**src/rtl/ram_arb_pkg.sv**
```systemverilog
// Shared definitions for the two-port RAM arbiter: port identifiers,
// statistics counter width and the legal read-latency range.
package ram_arb_pkg;

    typedef enum logic {
        PORT0 = 1'b0,
        PORT1 = 1'b1
    } port_id_t;

    localparam int CNT_W      = 16;
    localparam int RD_LAT_MIN = 1;
    localparam int RD_LAT_MAX = 3;

    // The port that gets priority after the given port has been served.
    function automatic port_id_t other_port(input port_id_t p);
        return (p == PORT0) ? PORT1 : PORT0;
    endfunction

endpackage

```
**src/rtl/ram_arb_tag_pipe.sv**
```systemverilog
// Read-return tag pipeline: carries the requesting port ID of each issued
// read for RD_LAT cycles so the returning RAM data can be steered.
module ram_arb_tag_pipe
    import ram_arb_pkg::*;
#(
    parameter int RD_LAT = 1
) (
    input  logic     sys_clk,
    input  logic     rst_n,
    input  logic     push_valid,
    input  port_id_t push_port,
    output logic     pop_valid,
    output port_id_t pop_port
);

    if ((RD_LAT < RD_LAT_MIN) || (RD_LAT > RD_LAT_MAX)) begin : g_bad_lat
        $error("ram_arb_tag_pipe: RD_LAT out of range");
    end

    logic [RD_LAT-1:0] valid_r;
    port_id_t          port_r [RD_LAT];

    // Shift read tags one stage per cycle; reset drops everything in flight.
    always_ff @(posedge sys_clk or negedge rst_n) begin
        if (!rst_n) begin
            valid_r <= {RD_LAT{1'b0}};
            for (int i = 0; i < RD_LAT; i++) begin
                port_r[i] <= PORT0;
            end
        end else begin
            valid_r[0] <= push_valid;
            port_r[0]  <= push_port;
            for (int i = 1; i < RD_LAT; i++) begin
                valid_r[i] <= valid_r[i-1];
                port_r[i]  <= port_r[i-1];
            end
        end
    end

    assign pop_valid = valid_r[RD_LAT-1];
    assign pop_port  = port_r[RD_LAT-1];

endmodule

```
**src/rtl/ram_arbiter.sv**
```systemverilog
// Two-port round-robin arbiter in front of a single-port synchronous RAM.
// Optional per-port accept counters are built when RAM_ARB_STATS_EN is
// defined; otherwise m0_cnt/m1_cnt are tied to zero.
module ram_arbiter
    import ram_arb_pkg::*;
#(
    parameter int ADDR_W = 9,
    parameter int DATA_W = 16,
    parameter int RD_LAT = 1
) (
    input  logic              sys_clk,
    input  logic              rst_n,
    input  logic              m0_req,
    input  logic              m0_we,
    input  logic [ADDR_W-1:0] m0_addr,
    input  logic [DATA_W-1:0] m0_wdata,
    output logic              m0_ack,
    output logic              m0_rvalid,
    output logic [DATA_W-1:0] m0_rdata,
    input  logic              m1_req,
    input  logic              m1_we,
    input  logic [ADDR_W-1:0] m1_addr,
    input  logic [DATA_W-1:0] m1_wdata,
    output logic              m1_ack,
    output logic              m1_rvalid,
    output logic [DATA_W-1:0] m1_rdata,
    output logic              ram_en,
    output logic              ram_we,
    output logic [ADDR_W-1:0] ram_addr,
    output logic [DATA_W-1:0] ram_wdata,
    input  logic [DATA_W-1:0] ram_rdata,
    output logic [CNT_W-1:0]  m0_cnt,
    output logic [CNT_W-1:0]  m1_cnt
);

    port_id_t ptr_r;
    port_id_t issued_port_r;
    logic     grant0_s;
    logic     grant1_s;
    logic     xfer_s;
    port_id_t grant_port_s;
    logic     tag_valid_s;
    port_id_t tag_port_s;

    // Round-robin grant: a lone requester wins, ties go to the pointer port.
    always_comb begin
        grant0_s = 1'b0;
        grant1_s = 1'b0;
        if (!rst_n) begin
            grant0_s = 1'b0;
            grant1_s = 1'b0;
        end else if (m0_req && (!m1_req || (ptr_r == PORT0))) begin
            grant0_s = 1'b1;
        end else if (m1_req) begin
            grant1_s = 1'b1;
        end else begin
            grant0_s = 1'b0;
            grant1_s = 1'b0;
        end
    end

    assign m0_ack       = grant0_s;
    assign m1_ack       = grant1_s;
    assign xfer_s       = grant0_s | grant1_s;
    assign grant_port_s = grant1_s ? PORT1 : PORT0;

    // Register the granted command toward the RAM and advance the pointer.
    always_ff @(posedge sys_clk or negedge rst_n) begin
        if (!rst_n) begin
            ptr_r         <= PORT0;
            issued_port_r <= PORT0;
            ram_en        <= 1'b0;
            ram_we        <= 1'b0;
            ram_addr      <= {ADDR_W{1'b0}};
            ram_wdata     <= {DATA_W{1'b0}};
        end else begin
            ram_en <= xfer_s;
            if (xfer_s) begin
                ram_we        <= grant1_s ? m1_we    : m0_we;
                ram_addr      <= grant1_s ? m1_addr  : m0_addr;
                ram_wdata     <= grant1_s ? m1_wdata : m0_wdata;
                issued_port_r <= grant_port_s;
                ptr_r         <= other_port(grant_port_s);
            end else begin
                ram_we <= 1'b0;
            end
        end
    end

    ram_arb_tag_pipe #(
        .RD_LAT (RD_LAT)
    ) u_tag_pipe (
        .sys_clk    (sys_clk),
        .rst_n      (rst_n),
        .push_valid (ram_en & ~ram_we),
        .push_port  (issued_port_r),
        .pop_valid  (tag_valid_s),
        .pop_port   (tag_port_s)
    );

    // Steer the returning RAM word to the port that issued the read.
    always_comb begin
        m0_rvalid = 1'b0;
        m1_rvalid = 1'b0;
        m0_rdata  = {DATA_W{1'b0}};
        m1_rdata  = {DATA_W{1'b0}};
        if (tag_valid_s && (tag_port_s == PORT0)) begin
            m0_rvalid = 1'b1;
            m0_rdata  = ram_rdata;
        end else if (tag_valid_s) begin
            m1_rvalid = 1'b1;
            m1_rdata  = ram_rdata;
        end else begin
            m0_rvalid = 1'b0;
            m1_rvalid = 1'b0;
        end
    end

`ifdef RAM_ARB_STATS_EN
    logic [CNT_W-1:0] m0_cnt_r;
    logic [CNT_W-1:0] m1_cnt_r;

    // Count accepted commands per port; wraps naturally at 2**CNT_W.
    always_ff @(posedge sys_clk or negedge rst_n) begin
        if (!rst_n) begin
            m0_cnt_r <= {CNT_W{1'b0}};
            m1_cnt_r <= {CNT_W{1'b0}};
        end else begin
            if (grant0_s) begin
                m0_cnt_r <= m0_cnt_r + CNT_W'(1);
            end
            if (grant1_s) begin
                m1_cnt_r <= m1_cnt_r + CNT_W'(1);
            end
        end
    end

    assign m0_cnt = m0_cnt_r;
    assign m1_cnt = m1_cnt_r;
`else
    assign m0_cnt = {CNT_W{1'b0}};
    assign m1_cnt = {CNT_W{1'b0}};
`endif

endmodule

```
**config.mk**
```make
export PLATFORM = sky130hd
export DESIGN_NAME = ram_arbiter
export DESIGN_NICKNAME = d
export VERILOG_FILES = /design/src/rtl/ram_arb_pkg.sv /design/src/rtl/ram_arb_tag_pipe.sv /design/src/rtl/ram_arbiter.sv
export SDC_FILE = /design/constraint.sdc
export NUM_CORES = 1
export LEC_CHECK = 0
export ABC_AREA = 1
export CAP_MARGIN = 20
export CORE_ASPECT_RATIO = 1.5
export CORE_MARGIN = 2
export CORE_UTILIZATION = 34
export DETAILED_ROUTE_END_ITERATION = 6
export PLACE_DENSITY = 0.89
export SKIP_LAST_GASP = 1
export SYNTH_ARGS = -nofsm -noshare
export SYNTH_HDL_FRONTEND = slang
export SYNTH_HIERARCHICAL = 1
export SYNTH_SLANG_ARGS = --single-unit
```
**constraint.sdc**
```tcl
create_clock -name sys_clk -period 1.2 [get_ports sys_clk]
set_input_delay 0.18 -clock sys_clk [delete_from_list [all_inputs] [get_ports sys_clk]]
set_output_delay 0.18 -clock sys_clk [all_outputs]
set_load 0.01 [all_outputs]
```
# Word-level counts from Yosys, hierarchy flattened
# Index checks and enable logic that the tools add are counted.
# totals
reg_bits	31
output_inout_bits	95
wordCells	34
# op_classes
n_mux	17
bitwise_logic	5
n_reduce_logical	4
# ops
operator	count
two-way mux 16 bit	4
two-way mux 1 bit	12
two-way mux 9 bit	1
inverter 1 bit	3
logical AND 1 bit	2
AND 1 bit	1
logical NOT 1 bit	1
logical OR 1 bit	1
bitwise OR 1 bit	1

# Logic depth before layout (Yosys ltp)
# logic_depth
ltp_word	7
mapped_depth	7
mapped_depth_nobuf	6

# Cells and area by module
# Netlist, hierarchy kept.
# by_module_without_submodules
mod	n_inst	cells_each	area_each_um2	seq_area_each_um2
ram_arbiter	1	321	2125.8	725.7
ram_arb_tag_pipe	1	2	50.0	50.0

# Worst setup path after synthesis
# OpenSTA, ideal clock, no wires.
# synth_timing
path_type	reg-to-output
startpoint	register u_tag_pipe.port_r (netlist: u_tag_pipe/pop_port)
endpoint	output m0_rdata[10]
t_arrival_ps	1064
slack_ps	-44
path_stages_with_launch	5
n_path_buf	1
path_cell_list	dfrtp_1 -> nor2_1 -> inv_1 -> buf_2 -> nor2_1
# synth_via
elab_chain_len	3
# synth_lines
element	line_no	text
start: declaration	ram_arb_tag_pipe.sv:21	port_id_t port_r [RD_LAT];
start signal: indexed assignment	ram_arb_tag_pipe.sv:35	port_r[i] <= port_r[i-1];
inverter 1 bit	ram_arbiter.sv:107	if (tag_valid_s && (tag_port_s == PORT0)) begin
logical AND 1 bit	ram_arbiter.sv:107	
two-way mux 16 bit	ram_arbiter.sv:107	
end: declaration	ram_arbiter.sv:19	output logic [DATA_W-1:0] m0_rdata,
# No other way between the ends.

# Final worst setup path
# layout_timing
startpoint	register u_tag_pipe.port_r (netlist: u_tag_pipe/pop_port)
endpoint	output m0_rdata[0]
# Same word-level chain as after synthesis.

==> metrics.txt <==
Lkg Pwr 2.28 nW; Core ar. 0.00617 mm^2; MaxCap Viol Count 0; fin worst setup slack -306 ps; total clock sinks 31; Post-Place Setup Slack -528 ps; # rows 35; max-slew violation count 0; die area 0.00707 mm^2; Final Skew 3.06 ps; CTS buffer count 5; commonest cells in the netlist nand2_1, inv_1, nand3_1, buf_4, nor2_1; Worst Setup Start Kind flop; Ys Warns 6; fin nets 558; Synth cell types 15; final RePlAce weighted congestion 0.778; failing checks setup timing; Fin Setup TNS -10760 ps; vias in the first global route 2461; H-tree depth 2; Hold Path Class in -> reg; Final setup viols 63; initial drt markers 82; peak supply drop 0.622 mV; Fmax 0.664 GHz; worst-path fanout max 7; DIE HEIGHT 102 um; final hold violations 0; worst path arrival time 1330 ps; area grow syn2layout 83.6%; synthesized cell area 0.00218 mm^2; fraction of layout cells with a size suffix above 1 0.277; grt ovf 0; post-synthesis register bit count 31; Synth area leaders dfrtp_1, nand2_1, inv_1, buf_4, nand3_1; PD cells 947 mW/mm^2; Ports 167; Post-synth EDFFs 0; clk root buf clkbuf_8; Clock Tree Buf Depth 2; Area after DPL 0.00348 mm^2; Async SR Flop Fraction 1.00; first drt pass iteration count 5; GRT Resource Usage Total 0.212; Mapped Cells 323; post-synth top area cell dfrtp_1; Skew-Pair Late Insertion Delay 280 ps; top-count cell post-synth nand2_1; hpwl dp 5590 um; first-pass GRT wire length 11600 um; syn avg cell area 6.74 um^2; fin crit share 1.26; share of the synthesized area in the top cell type 0.357; ys flop type dfrtp_1; CTS tree built; Seq/Total Area, Yosys 0.357; Clock transition at path regs 60 ps; initial antenna violation count 2; pin count of the biggest net entering global routing 32; DRC viols 0; final wirelength 8010 um; Critical Path End Type output pin; starting density of the core 0.352; Via density 4.53; outcome finished with violations; fin crit period 1510 ps; routed vias 2546; routed len/inst 14.2 um; DRT antenna net count 0; worst path required time 1020 ps; port bufs 134; final non-filler cell area 0.00400 mm^2; unrepaired setup endpoints after global routing true; WS Path Type reg -> out; die width 69.3 um
==> cell type report <==
| class | instances | area, um^2 |
|---|---|---|
| Multi-Input combinational cell | 205 | 1100 |
| Sequential cell | 31 | 776 |
| Clock buffer | 8 | 100 |
| Timing Repair Buffer | 167 | 1580 |
| Tap cell | 74 | 92.6 |
| Antenna cell | 1 | 2.50 |
| Inverter | 74 | 315 |
| Fill cell | 515 | 2180 |
| Timing Repair inverter | 2 | 27.5 |
==> layout by cell type (no fill, tap or decap) <==
cell             Yosys  final
inv_6                2      1
nand2_2              2     16
clkinv_16            0      1
clkdlybuf4s50_1      0     69
nor2_2               0      5
inv_4                0      1
buf_4               34     15
conb_1               1     32
nand3_4              0      1
clkbuf_1             1      1
buf_12               0      8
nand3_1             50     40
dfrtp_1             31     31
nor2_4               0     10
dlygate4sd3_1        0      1
inv_8                0      1
inv_1               72     67
nand2_8              1      2
diode_2              0      1
nand3_2              1     10
buf_6                8     21
nand2_1             83     64
inv_2                0      3
nor2_1              34     19
buf_2                1     25
dlygate4sd2_1        0     28
inv_12               0      1
nand2_4              2      6
clkinvlp_4           0      1
clkbuf_8             0      7
==> per-stage QoR <==
step	hold WS, ps	util	power (mW)	cells
after CTS	332	0.604	3.63	555
final	345	0.647	3.78	562
after global routing	361	0.647	3.98	561
after global placement	285	0.564	2.66	531
after floorplan	-116	-	1.96	354
after detailed placement	290	0.564	2.70	531
==> power by group <==
part	leakage (nW)	total (mW)	internal (mW)	switching (mW)
Sequential	0.379	1.32	1.21	0.114
Combinational	1.85	1.56	0.777	0.782
Clock	0.0515	0.905	0.523	0.382
==> state kept, by name (all words and copies together), names as in the netlist <==
| signal | flops |
|---|---|
| u_tag_pipe/pop_port | 1 |
| ptr_r | 1 |
| ram_en | 1 |
| u_tag_pipe/pop_valid | 1 |
| issued_port_r | 1 |
| ram_we | 1 |
| ram_addr | 9 |
| ram_wdata | 16 |
==> layer usage <==
layer  part of all wire  GRT usage
met5                  0          0
met4              0.041      0.128
met3               0.11     0.0779
met2               0.54      0.398
met1               0.31      0.193
==> logic make-up (layout without fill, tap and decap cells) <==
group / Yosys count / after routing / synth area share
AND/OR/NAND/NOR: 173 / 173 / 0.347
buffers and inverters: 118 / 251 / 0.295
flip-flops: 31 / 31 / 0.357
other: 1 / 33 / 0.00172
==> worst max-delay path, cell delays in order, from the launching register on <==
cell	delay (ps)
dfrtp_1	420
nor2_4	150
clkinvlp_4	110
buf_6	150
nor2_1	80
buf_2	140
==> worst paths after layout <==
path / startpoint / to / slack (ps) / cells past startpoint
max in group asynchronous: rst_n / ram_wdata[15] / 350 / 3
setup reg to reg: ptr_r / ram_wdata[14] / -120 / 8
min in group asynchronous: rst_n / ram_wdata[0] / 550 / 3
hold reg to reg: issued_port_r / u_tag_pipe/pop_port / 430 / 0
hold / removal: rst_n / ptr_r / 340 / 4
setup / recovery: u_tag_pipe/pop_port / m0_rdata[0] / -310 / 5
==> what timing repair did <==
action / 4_1_cts / 5_1_grt
hold buffers: 1 / 0
pin swaps: 23 / 10
resized for setup: 216 / 61
hold endpoints to repair: 31 / 0
endpoints found under the setup margin: 89 / 62
gates cloned: 4 / 2
setup buffers: 12 / 9
Power figures use the tool's default switching activity.
